### src/rtl/johnson_pkg.sv
// Shared types and constants for the Johnson ring phase monitor.
package johnson_pkg;

  localparam int JOHNSON_PHASES = 10;
  localparam int JOHNSON_W      = 5;

  typedef enum logic [1:0] {
    UNLOCKED = 2'd0,
    TRACKING = 2'd1,
    LOCKED   = 2'd2
  } jmon_state_t;

  // Entry i is the ring pattern {a,b,c,d,e} of phase i.
  localparam logic [JOHNSON_PHASES-1:0][JOHNSON_W-1:0] JOHNSON_PATTERNS = {
    5'b10000, 5'b11000, 5'b11100, 5'b11110, 5'b11111,
    5'b01111, 5'b00111, 5'b00011, 5'b00001, 5'b00000
  };

  function automatic logic [3:0] next_phase(input logic [3:0] p);
    return (p == 4'(JOHNSON_PHASES - 1)) ? 4'd0 : p + 4'd1;
  endfunction

endpackage

### src/rtl/johnson_decode.sv
// Combinational decoder: ring pattern -> phase index, one-hot phase, validity.
module johnson_decode
  import johnson_pkg::*;
(
  input  logic [JOHNSON_W-1:0]      pattern,
  output logic [3:0]                phase,
  output logic [JOHNSON_PHASES-1:0] phase_oh,
  output logic                      valid
);

  always_comb begin
    phase    = '0;
    phase_oh = '0;
    valid    = 1'b0;
    for (int i = 0; i < JOHNSON_PHASES; i++) begin
      if (pattern == JOHNSON_PATTERNS[i]) begin
        phase       = 4'(i);
        phase_oh[i] = 1'b1;
        valid       = 1'b1;
      end
    end
  end

endmodule

### src/rtl/johnson_phase_monitor.sv
// Johnson ring phase monitor: 2-stage decode, successor check and lock FSM.
// Define JOHNSON_MON_ERR_CNT_EN to add the saturating err_count port.
module johnson_phase_monitor #(
  parameter int LOCK_CNT = 4,
  parameter int ERR_W    = 8
) (
  input  logic             clk,
  input  logic             clear_n,
  input  logic             a,
  input  logic             b,
  input  logic             c,
  input  logic             d,
  input  logic             e,
`ifdef JOHNSON_MON_ERR_CNT_EN
  output logic [ERR_W-1:0] err_count,
`endif
  output logic [3:0]       phase,
  output logic [9:0]       phase_oh,
  output logic             phase_valid,
  output logic             locked,
  output logic             illegal,
  output logic             seq_err,
  output logic             resync_req
);
  import johnson_pkg::*;

  localparam int          STAGES   = 1;
  localparam logic [3:0]  LOCK_RUN = 4'(LOCK_CNT);

  if (LOCK_CNT < 2 || LOCK_CNT > 15 || ERR_W < 1) begin : g_param_chk
    $error("johnson_phase_monitor: LOCK_CNT must be 2..15 and ERR_W >= 1");
  end

  // r_vld_pipe[0]: ring_q holds a real sample; r_vld_pipe[1]: stage 2 has seen one.
  logic [STAGES:0]             r_vld_pipe;
  logic [JOHNSON_W-1:0]        r_ring_q;
  logic [3:0]                  r_prev_phase;
  logic [JOHNSON_PHASES-1:0]   r_phase_oh;
  logic                        r_prev_valid;
  logic                        r_illegal, r_seq_err, r_resync;
  jmon_state_t                 r_state, w_state_nxt;
  logic [3:0]                  r_run, w_run_nxt;

  logic [3:0]                  w_dec_phase;
  logic [JOHNSON_PHASES-1:0]   w_dec_oh;
  logic                        w_dec_valid;
  logic                        w_smp, w_succ, w_illegal, w_seq_err, w_resync;

  always_ff @(posedge clk or negedge clear_n) begin
    if (!clear_n) begin
      r_ring_q   <= '0;
      r_vld_pipe <= '0;
    end else begin
      r_ring_q   <= {a, b, c, d, e};
      r_vld_pipe <= {r_vld_pipe[STAGES-1:0], 1'b1};
    end
  end

  johnson_decode u_dec (
    .pattern  (r_ring_q),
    .phase    (w_dec_phase),
    .phase_oh (w_dec_oh),
    .valid    (w_dec_valid)
  );

  assign w_smp  = r_vld_pipe[0];
  assign w_succ = w_dec_valid && r_prev_valid &&
                  (w_dec_phase == next_phase(r_prev_phase));

  always_comb begin
    w_state_nxt = r_state;
    w_run_nxt   = r_run;
    w_seq_err   = 1'b0;
    w_illegal   = w_smp && !w_dec_valid;
    // The very first sample has no predecessor, so an illegal one still requests resync.
    w_resync    = w_illegal && (r_prev_valid || !r_vld_pipe[1]);
    if (w_smp) begin
      unique case (r_state)
        UNLOCKED: begin
          if (w_dec_valid) begin
            w_state_nxt = TRACKING;
            w_run_nxt   = 4'd1;
          end
        end
        TRACKING: begin
          if (!w_dec_valid) begin
            w_state_nxt = UNLOCKED;
            w_run_nxt   = 4'd0;
          end else if (w_succ) begin
            w_run_nxt = r_run + 4'd1;
            if (r_run + 4'd1 == LOCK_RUN) w_state_nxt = LOCKED;
          end else begin
            w_run_nxt = 4'd1;
          end
        end
        LOCKED: begin
          if (!w_succ) begin
            w_seq_err = 1'b1;
            if (w_dec_valid) begin
              w_state_nxt = TRACKING;
              w_run_nxt   = 4'd1;
            end else begin
              w_state_nxt = UNLOCKED;
              w_run_nxt   = 4'd0;
            end
          end
        end
        default: begin
          w_state_nxt = UNLOCKED;
          w_run_nxt   = 4'd0;
        end
      endcase
    end
  end

  always_ff @(posedge clk or negedge clear_n) begin
    if (!clear_n) begin
      r_state <= UNLOCKED;
      r_run   <= '0;
    end else begin
      r_state <= w_state_nxt;
      r_run   <= w_run_nxt;
    end
  end

  // The registered decode doubles as prev_phase/prev_valid for the next sample.
  always_ff @(posedge clk or negedge clear_n) begin
    if (!clear_n) begin
      r_prev_phase <= '0;
      r_phase_oh   <= '0;
      r_prev_valid <= 1'b0;
      r_illegal    <= 1'b0;
      r_seq_err    <= 1'b0;
      r_resync     <= 1'b0;
    end else begin
      if (w_smp) begin
        r_prev_phase <= w_dec_phase;
        r_phase_oh   <= w_dec_oh;
        r_prev_valid <= w_dec_valid;
      end
      r_illegal <= w_illegal;
      r_seq_err <= w_seq_err;
      r_resync  <= w_resync;
    end
  end

`ifdef JOHNSON_MON_ERR_CNT_EN
  logic [ERR_W-1:0] r_err_cnt;
  always_ff @(posedge clk or negedge clear_n) begin
    if (!clear_n)                          r_err_cnt <= '0;
    else if (w_seq_err && r_err_cnt != '1) r_err_cnt <= r_err_cnt + ERR_W'(1);
  end
  assign err_count = r_err_cnt;
`endif

  assign phase       = r_prev_phase;
  assign phase_oh    = r_phase_oh;
  assign phase_valid = r_prev_valid;
  assign locked      = (r_state == LOCKED);
  assign illegal     = r_illegal;
  assign seq_err     = r_seq_err;
  assign resync_req  = r_resync;

endmodule
### config.mk
export PLATFORM = sky130hd
export DESIGN_NAME = johnson_phase_monitor
export DESIGN_NICKNAME = d
export VERILOG_FILES = /design/src/rtl/johnson_pkg.sv /design/src/rtl/johnson_decode.sv /design/src/rtl/johnson_phase_monitor.sv
export SDC_FILE = /design/constraint.sdc
export NUM_CORES = 1
export LEC_CHECK = 0
export CAP_MARGIN = 20
export CORE_ASPECT_RATIO = 0.9
export CORE_UTILIZATION = 45
export CTS_CLUSTER_DIAMETER = 100
export CTS_CLUSTER_SIZE = 40
export DETAILED_ROUTE_END_ITERATION = 7
export PLACE_DENSITY_LB_ADDON = 0.3
export SETUP_SLACK_MARGIN = 0.15
export SLEW_MARGIN = 10
export SYNTH_ARGS = -nofsm -noshare
export SYNTH_HDL_FRONTEND = slang
export SYNTH_SLANG_ARGS = --single-unit
### constraint.sdc
create_clock -name clk -period 3 [get_ports clk]
set_clock_uncertainty 0.1 [all_clocks]
set_input_delay 0.45 -clock clk [delete_from_list [all_inputs] [get_ports clk]]
set_output_delay 0.45 -clock clk [all_outputs]
set_load 0.005 [all_outputs]
After elaboration in Yosys (flattened, before gate mapping)
Index checks and enable logic that the tools add are counted.

word-level totals
  bits in registers = 31
  output and inout bits = 19
  word-level logic and storage cells = 86

operators by class
  $add $sub $neg = 2
  equal/unequal tests = 18
  mux-type cells = 45
  reductions and logical operators = 11

operators by type and width
  kind                                           count
  two-way mux 4 bit                              7
  == test 5 bit, second input constant           5
  two-way mux 1 bit                              25
  two-way mux 2 bit                              7
  two-way mux 3 bit                              4
  case mux 4 bit (3 select lines)                1
  adder 4 x 1 -> 4 bit, second input constant    2
  inequality test 3 bit, second input constant   2
  case mux 2 bit (3 select lines)                1
  == test 5 x 1 -> 1 bit, second input constant  1
  == test 5 x 2 -> 1 bit, second input constant  1
  == test 5 x 3 -> 1 bit, second input constant  1
  == test 5 x 4 -> 1 bit, second input constant  1
  zero test 5 bit                                1
  AND reduction 5 bit                            1
  == test 4 x 3 -> 1 bit, second input constant  1
  == test 4 bit                                  1
  == test 4 bit, second input constant           1
  logical AND 1 bit                              4
  inequality test 2 bit, second input constant   2
  AND reduction 3 bit                            1
  == test 2 x 1 -> 1 bit, second input constant  1
  == test 2 bit, second input constant           1
  zero test 1 bit                                2
  2 further kinds                                2

Logic depth before layout (Yosys ltp)
Gate-level depths: netlist of run 1.

  depth in word-level cells = 16
  gate-level depth with buffers = 7
  depth with buffers taken out = 7

Cells and area by module
A second synthesis of run 1 with hierarchy kept.

second synthesis, totals
  cells, all modules = 150
  area, all modules = 1661.6 um2

modules (own cells, without submodules)
  module                 times used  cells each  area an instance (um2)  seq. area each (um2)
  johnson_phase_monitor  1           114         1411.4                  775.7
  johnson_decode         1           36          250.2                   0.0

Worst setup path before layout of run 1
Ideal clock, no wire load.

  path kind = register to register
  from = register r_ring_q[4]
  to = register r_run[0]
  arrival = 2.020 ns
  path slack = 0.809 ns
  stages on the path, launching flop included = 8
  cells stage by stage = dfrtp_1 buf_6 nor3b_4 and2b_1 and3_1 or4_4 or4_1 nand4_1

between the ends
  cells in the longest elaborated chain, start to end = 16
  elaborated cells between the ends (all ways) = 40

RTL lines
  item                                                                             line                          text
  start, declared                                                                  johnson_phase_monitor.sv:36   logic [JOHNSON_W-1:0] r_ring_q;
  start signal, assigned                                                           johnson_phase_monitor.sv:54   r_ring_q <= {a, b, c, d, e};
  parallel branches: the longest is 16 deep, another holds == test 5 x 1 -> 1 bit  -
  end signal, assigned                                                             johnson_phase_monitor.sv:122  r_run <= w_run_nxt;
  end, declared                                                                    johnson_phase_monitor.sv:42   logic [3:0] r_run, w_run_nxt;

Parallel ways; which one is timed is not known. The select of a mux whose other input is x is not followed.
A chain may end at the register's enable or synchronous reset.

Final worst setup path of run 1
Same ends and word-level chain as after synthesis.

==> metrics.md, run 1 <==
| Metric | Value |
|---|---|
| Status | `completed` |
| Worst-path clk slew | `0.07 ns` |
| DRC Markers | `0` |
| Area of the core | `3450 um^2` |
| GP Congestion | `0.887` |
| Clk root buf | `clkbuf_8` |
| Ys Warns | `0` |
| Worst hold path startpoint | `r_vld_pipe[1]` |
| Worst r2r dst | `r_run[0]` |
| First-pass GRT wire length | `5.81 mm` |
| Synth area leaders | `dfrtp_1, nand2_1, o21ai_0, o2bb2ai_1, mux2i_1` |
| Crit share post-route | `82.3%` |
| Die Ht | `59.8 um` |
| Largest net degree at the start of global routing | `32` |
| Seq/Total Area, Yosys | `46.4%` |
| Drt wl/cell | `14.3 um` |
| Worst-skew pair later-pin latency | `0.28 ns` |
| TritonRoute pass-1 iters | `4` |
| Mapped cell area | `1670 um^2` |
| Unique masters post-synth | `50` |
| Cells on worst reg2reg path | `6` |
| CP endpoint kind | `flop` |
| Die area | `3960 um^2` |
| Syn Inst Count | `171` |
| Most used DFF post-synth | `dfrtp_1` |
| CTS max path bufs | `2` |
| Critical-path cell list | `nor3b_4 -> and2b_1 -> a21oi_1 -> or4_4 -> or4_1 -> nand4_1` |
| Commonest non-fill, non-tap cell in the layout | `dfrtp_1` |
| TritonCTS buffer count | `5` |
| Post-synth EDFFs | `0` |
| Via Count | `1340` |
| GRT overflow | `0` |
| Async set or reset register ratio after synthesis | `100%` |
| Syn nets | `180` |
| DR vias/cell | `5.56` |
| Post-DP HPWL | `2.37 mm` |
| Hold/Removal Path Class | `reg2reg` |
| # diodes | `0` |
| Final nets | `205` |
| Final hold vios | `0` |
| Power density cells | `511 nW/um^2` |
| Clock Sinks | `31` |
| Crit Path Max Fanout | `11` |
| Vias in the first global route | `1261` |
| Initial Utilization | `48.4%` |
| RR Startpoint | `r_ring_q[4]` |
| Yosys reg bits | `31` |
| Row cnt | `20` |
| Hold buffers post-CTS | `0` |
| # IOs | `26` |
| H-tree levels | `2` |
| Placed instance count | `233` |
| Crit-path max cell delay | `0.55 ns` |
| DRT antenna net count | `0` |
| Post-CTS setup buffers | `0` |
| RSZ-0062 raised after global routing | `no` |
| Post-Layout Cell Count | `241` |
| # port buffers | `25` |
| WS Path Type | `reg2reg` |
| Initial antenna violation count | `0` |
| Slowest cell on crit path | `dfrtp_1` |
| Required time worst endpoint | `3.11 ns` |
| Worst Path Arrival | `2.58 ns` |
| Share of cells above drive strength 1 | `8.12%` |
| Final wirelength | `3.44 mm` |
| Final setup viols | `0` |
| Leakage | `0.872 nW` |
| Fmax achieved | `405 MHz` |
| Post-layout power | `1.04 mW` |
| Most frequent cells in the layout | `dfrtp_1, clkdlybuf4s50_1, nand2_1` |
| Iteration-0 DRC Markers | `99` |
| Register-to-register setup slack | `0.53 ns` |
| Post-synth top area cell | `dfrtp_1` |
| Hold Crit Endpoint | `resync_req` |
| Nature of the critical path startpoint | `flop` |
| Die X | `66.2 um` |
| Worst-case vdd ir drop | `0.307 mV` |
| Synth-to-Final Area Change | `22.3%` |
| Max cap viols | `0` |
| CTS tree | `built` |
| Sum Neg Setup Slack | `0 ns` |
| End-of-flow core utilization | `59.2%` |
| Post-synthesis area per instance | `9.77 um^2` |
| Post_cts resized | `0` |
| Slew Viols, Final | `0` |
| Final min period | `2.47 ns` |
| Synth top area share | `46.4%` |
| WHS Path Cells | `1` |
| GRT Util Overall | `20.0%` |
-- metrics by stage --
stage,hold WS [ns],instance area [um^2],setup WS (ns)
2_1_floorplan,0.0544,1670,0.809
3_3_place_gp,0.330,1930,0.637
3_5_place_dp,0.330,1930,0.598
4_1_cts,0.351,2040,0.561
5_1_grt,0.359,2040,0.416
6_report,0.341,2040,0.530
-- worst max-delay path: cells and delay by family (launching register included) --
family	cells	cell delay [ns]
AND/OR/NAND/NOR	5	1.71
flip-flops	1	0.55
AO/OA/AOI/OAI	1	0.05
-- worst max-delay path by stage --
stage | slack (ns) | to | start | depth (start not counted)
final | 0.53 | r_run[0] | r_ring_q[4] | 6
after global placement | 0.64 | r_run[0] | r_ring_q[4] | 6
after CTS | 0.56 | r_run[0] | r_ring_q[4] | 6
after detailed placement | 0.60 | r_run[0] | r_ring_q[4] | 6
after floorplan | 0.81 | r_run[0] | r_ring_q[4] | 7
after global routing | 0.42 | r_run[0] | r_ring_q[0] | 6
-- cells in the mapped netlist, types with 2 or more instances --
cell type / count
clkbuf_1: 4
and2_1: 3
ha_1: 2
nand2_1: 19
nor3_1: 2
and2b_1: 2
inv_1: 7
nor2_1: 8
a21o_1: 3
or4_1: 2
a21oi_1: 4
dfrtp_1: 31
o31a_1: 2
o2bb2ai_1: 6
o21ai_1: 2
a31oi_1: 2
nand2b_1: 6
nand3_1: 8
mux2i_1: 5
buf_6: 4
and3_1: 3
o31ai_1: 2
a41oi_1: 2
nor2b_1: 2
xnor2_1: 4
o21ai_0: 11
a211oi_1: 2
-- final cells by class --
class                   count  area [um^2]
clock buffers               6         82.6
inverters                   8         30.0
flip-flops and latches     31          776
clock inverters             2         35.0
multi-input cells         122          792
fillers                   286         1410
well taps                  44         55.1
repair buffers             28          273
-- cells by family (layout without fill, tap and decap cells) --
group           count (synthesis)  count (layout)  synth area share, %
flops                          31              31                 46.4
fa+ha+maj                       2               2                 1.50
mux                             6               6                 3.67
xor+xnor                        4               4                 2.10
buf+inv                        18              44                 6.14
compound gates                 45              45                 18.7
simple gates                   64              64                 21.3
other cells                     1               1                0.225
-- flip-flops by register name, indices dropped and copies added (netlist names) --
| name | flops |
|---|---|
| illegal | 1 |
| phase | 4 |
| phase_oh | 10 |
| phase_valid | 1 |
| r_ring_q | 5 |
| r_run | 4 |
| r_state | 2 |
| r_vld_pipe | 2 |
| resync_req | 1 |
| seq_err | 1 |
-- where the power goes --
group          internal [mW]  switching (mW)  total, mW
logic                 0.0742          0.0692      0.143
registers              0.441          0.0417      0.483
clock network          0.268           0.151      0.419
-- metal layers --
| layer | vias to the layer above | GRT usage, % | share of wire [%] |
|---|---|---|---|
| met5 | - | 0 | 0 |
| met1 | 621 | 27.5 | 48 |
| met4 | 0 | 8.21 | 1.2 |
| li1 | 663 | - | - |
| met2 | 51 | 30.2 | 44 |
| met3 | 5 | 5.34 | 6.4 |
Note: power is estimated with default switching activity, not from simulation.
==> run 2: changes to the inputs <==
- clock period: 3 -> 2 ns (I/O delays scaled with it)
==> metrics.md, run 2 (same netlist as run 1, synthesis figures left out) <==
| Metric | Value |
|---|---|
| Status | `finished, violations left` |
| Failing checks | `setup timing` |
| Setup WS post-layout | `-0.264 ns` |
| Slowest cell on crit path | `or4_4` |
| # IOs | `26` |
| Worst-case vdd ir drop | `0.472 mV` |
| Iteration-0 DRC Markers | `99` |
| Crit-path max cell delay | `0.55 ns` |
| Hold/Removal Path Class | `in2async` |
| Max cap viols | `0` |
| Die Ht | `59.8 um` |
| DR vias/cell | `5.45` |
| Power density cells | `657 nW/um^2` |
| TritonCTS buffer count | `5` |
| Leakage | `1.06 nW` |
| Nature of the critical path startpoint | `flop` |
| Area of the core | `3450 um^2` |
| Worst-path clk slew | `0.06 ns` |
| Final nets | `241` |
| Crit share post-route | `113%` |
| Post-DP HPWL | `2.86 mm` |
| Worst Path Arrival | `2.38 ns` |
| Largest register FFs | `10` |
| Post-layout power | `1.58 mW` |
| # port buffers | `25` |
| First-pass GRT wire length | `7.08 mm` |
| Initial antenna violation count | `0` |
| Placed instance count | `262` |
| Worst-skew pair later-pin latency | `0.28 ns` |
| GP Congestion | `0.844` |
| DRT antenna net count | `0` |
| WS Path Type | `reg2reg` |
| Design area | `2400 um^2` |
| GRT overflow | `0` |
| Die X | `66.2 um` |
| Most frequent cells in the layout | `buf_4, dfrtp_1, clkdlybuf4s50_1` |
| CP bufs+invs | `0` |
| Placed inst area | `2140 um^2` |
| Final wirelength | `4.18 mm` |
| Final min period | `2.26 ns` |
| Fmax achieved | `442 MHz` |
| Slew Viols, Final | `0` |
| Die area | `3960 um^2` |
| End-of-flow core utilization | `69.5%` |
| CTS max path bufs | `2` |
| Filler Cells Inserted | `265` |
| GRT Util Overall | `24.5%` |
| Crit path max-delay family | `simple AND/OR/NAND/NOR gates` |
| Initial Utilization | `48.4%` |
| RSZ-0062 raised after global routing | `yes` |
| Drt wl/cell | `15.1 um` |
| Required time worst endpoint | `2.12 ns` |
| Row cnt | `20` |
| Final setup viols | `7` |
| CTS tree | `built` |
| Via Count | `1509` |
| Share of cells above drive strength 1 | `29.6%` |
| # diodes | `0` |
| Largest net degree at the start of global routing | `32` |
| WHS | `0.319 ns` |
| Sum Neg Setup Slack | `-1.34 ns` |
| DRC Markers | `0` |
| CP endpoint kind | `flop` |
| Final hold vios | `0` |
| Commonest non-fill, non-tap cell in the layout | `buf_4` |
| TritonRoute pass-1 iters | `4` |
| Post-Layout Cell Count | `277` |
| Critical-path cell list | `nor3b_4 -> and2b_1 -> and3_1 -> or4_4 -> or4_1 -> nand4_1` |
| Synth-to-Final Area Change | `43.7%` |
| Vias in the first global route | `1504` |
| H-tree levels | `2` |
| Clock Sinks | `31` |
| Clk root buf | `clkbuf_8` |
| Crit Path Max Fanout | `4` |
| Pre-CTS WS | `-0.267 ns` |
==> run 2: cell types whose count changed in the layout (fill, tap and decap cells not counted), moves of 2 or more <==
cell      change
o21ai_4       +2
dfrtp_2       +5
o21ai_0       -3
dfrtp_1       -5
a211oi_1      -2
a211oi_2      +2
buf_4        +31
buf_6         +4
==> run 2: timing repair <==
action	CTS	global route
setup buffers	3	4
hold buffers	0	0
pin swaps	6	2
resized for setup	18	16
endpoints found under the setup margin	8	9
cloned	0	0
==> run 2: layout make-up <==
class	count	area (um^2)	share of cell area (%)
flip-flops and latches	31	782	32.6
inverters	8	30.0	1.25
clock buffers	8	100	4.17
repair buffers	64	558	23.3
multi-input cells	122	875	36.4
well taps	44	55.1	2.29
==> run 2: path summary, 6_finish.rpt <==
path,to,cells after the start,start,slack [ns]
min in group clk,r_ring_q[2],1,c,0.35
worst max-delay path,r_run[0],6,r_ring_q[4],-0.26
worst max register to register,r_run[0],6,r_ring_q[4],-0.26
max in group asynchronous,r_ring_q[0],2,clear_n,1.18
worst min register to register,resync_req,1,r_vld_pipe[1],0.37
worst min-delay path,phase_oh[5],2,clear_n,0.32
==> run 2: power breakdown <==
group          total [mW]  internal [mW]  switching, mW
registers           0.717          0.663         0.0540
logic               0.332          0.177          0.154
clock network       0.529          0.313          0.215
total                1.58           1.15          0.424
==> run 2: layer usage <==
layer  routed length, um  vias up  global-route usage [%]
met3                 190        9                    7.25
met5                   0        -                       0
met1                1930      713                    32.6
met4                  68        0                    9.73
li1                    -      735                       -
met2                1990       52                    37.8
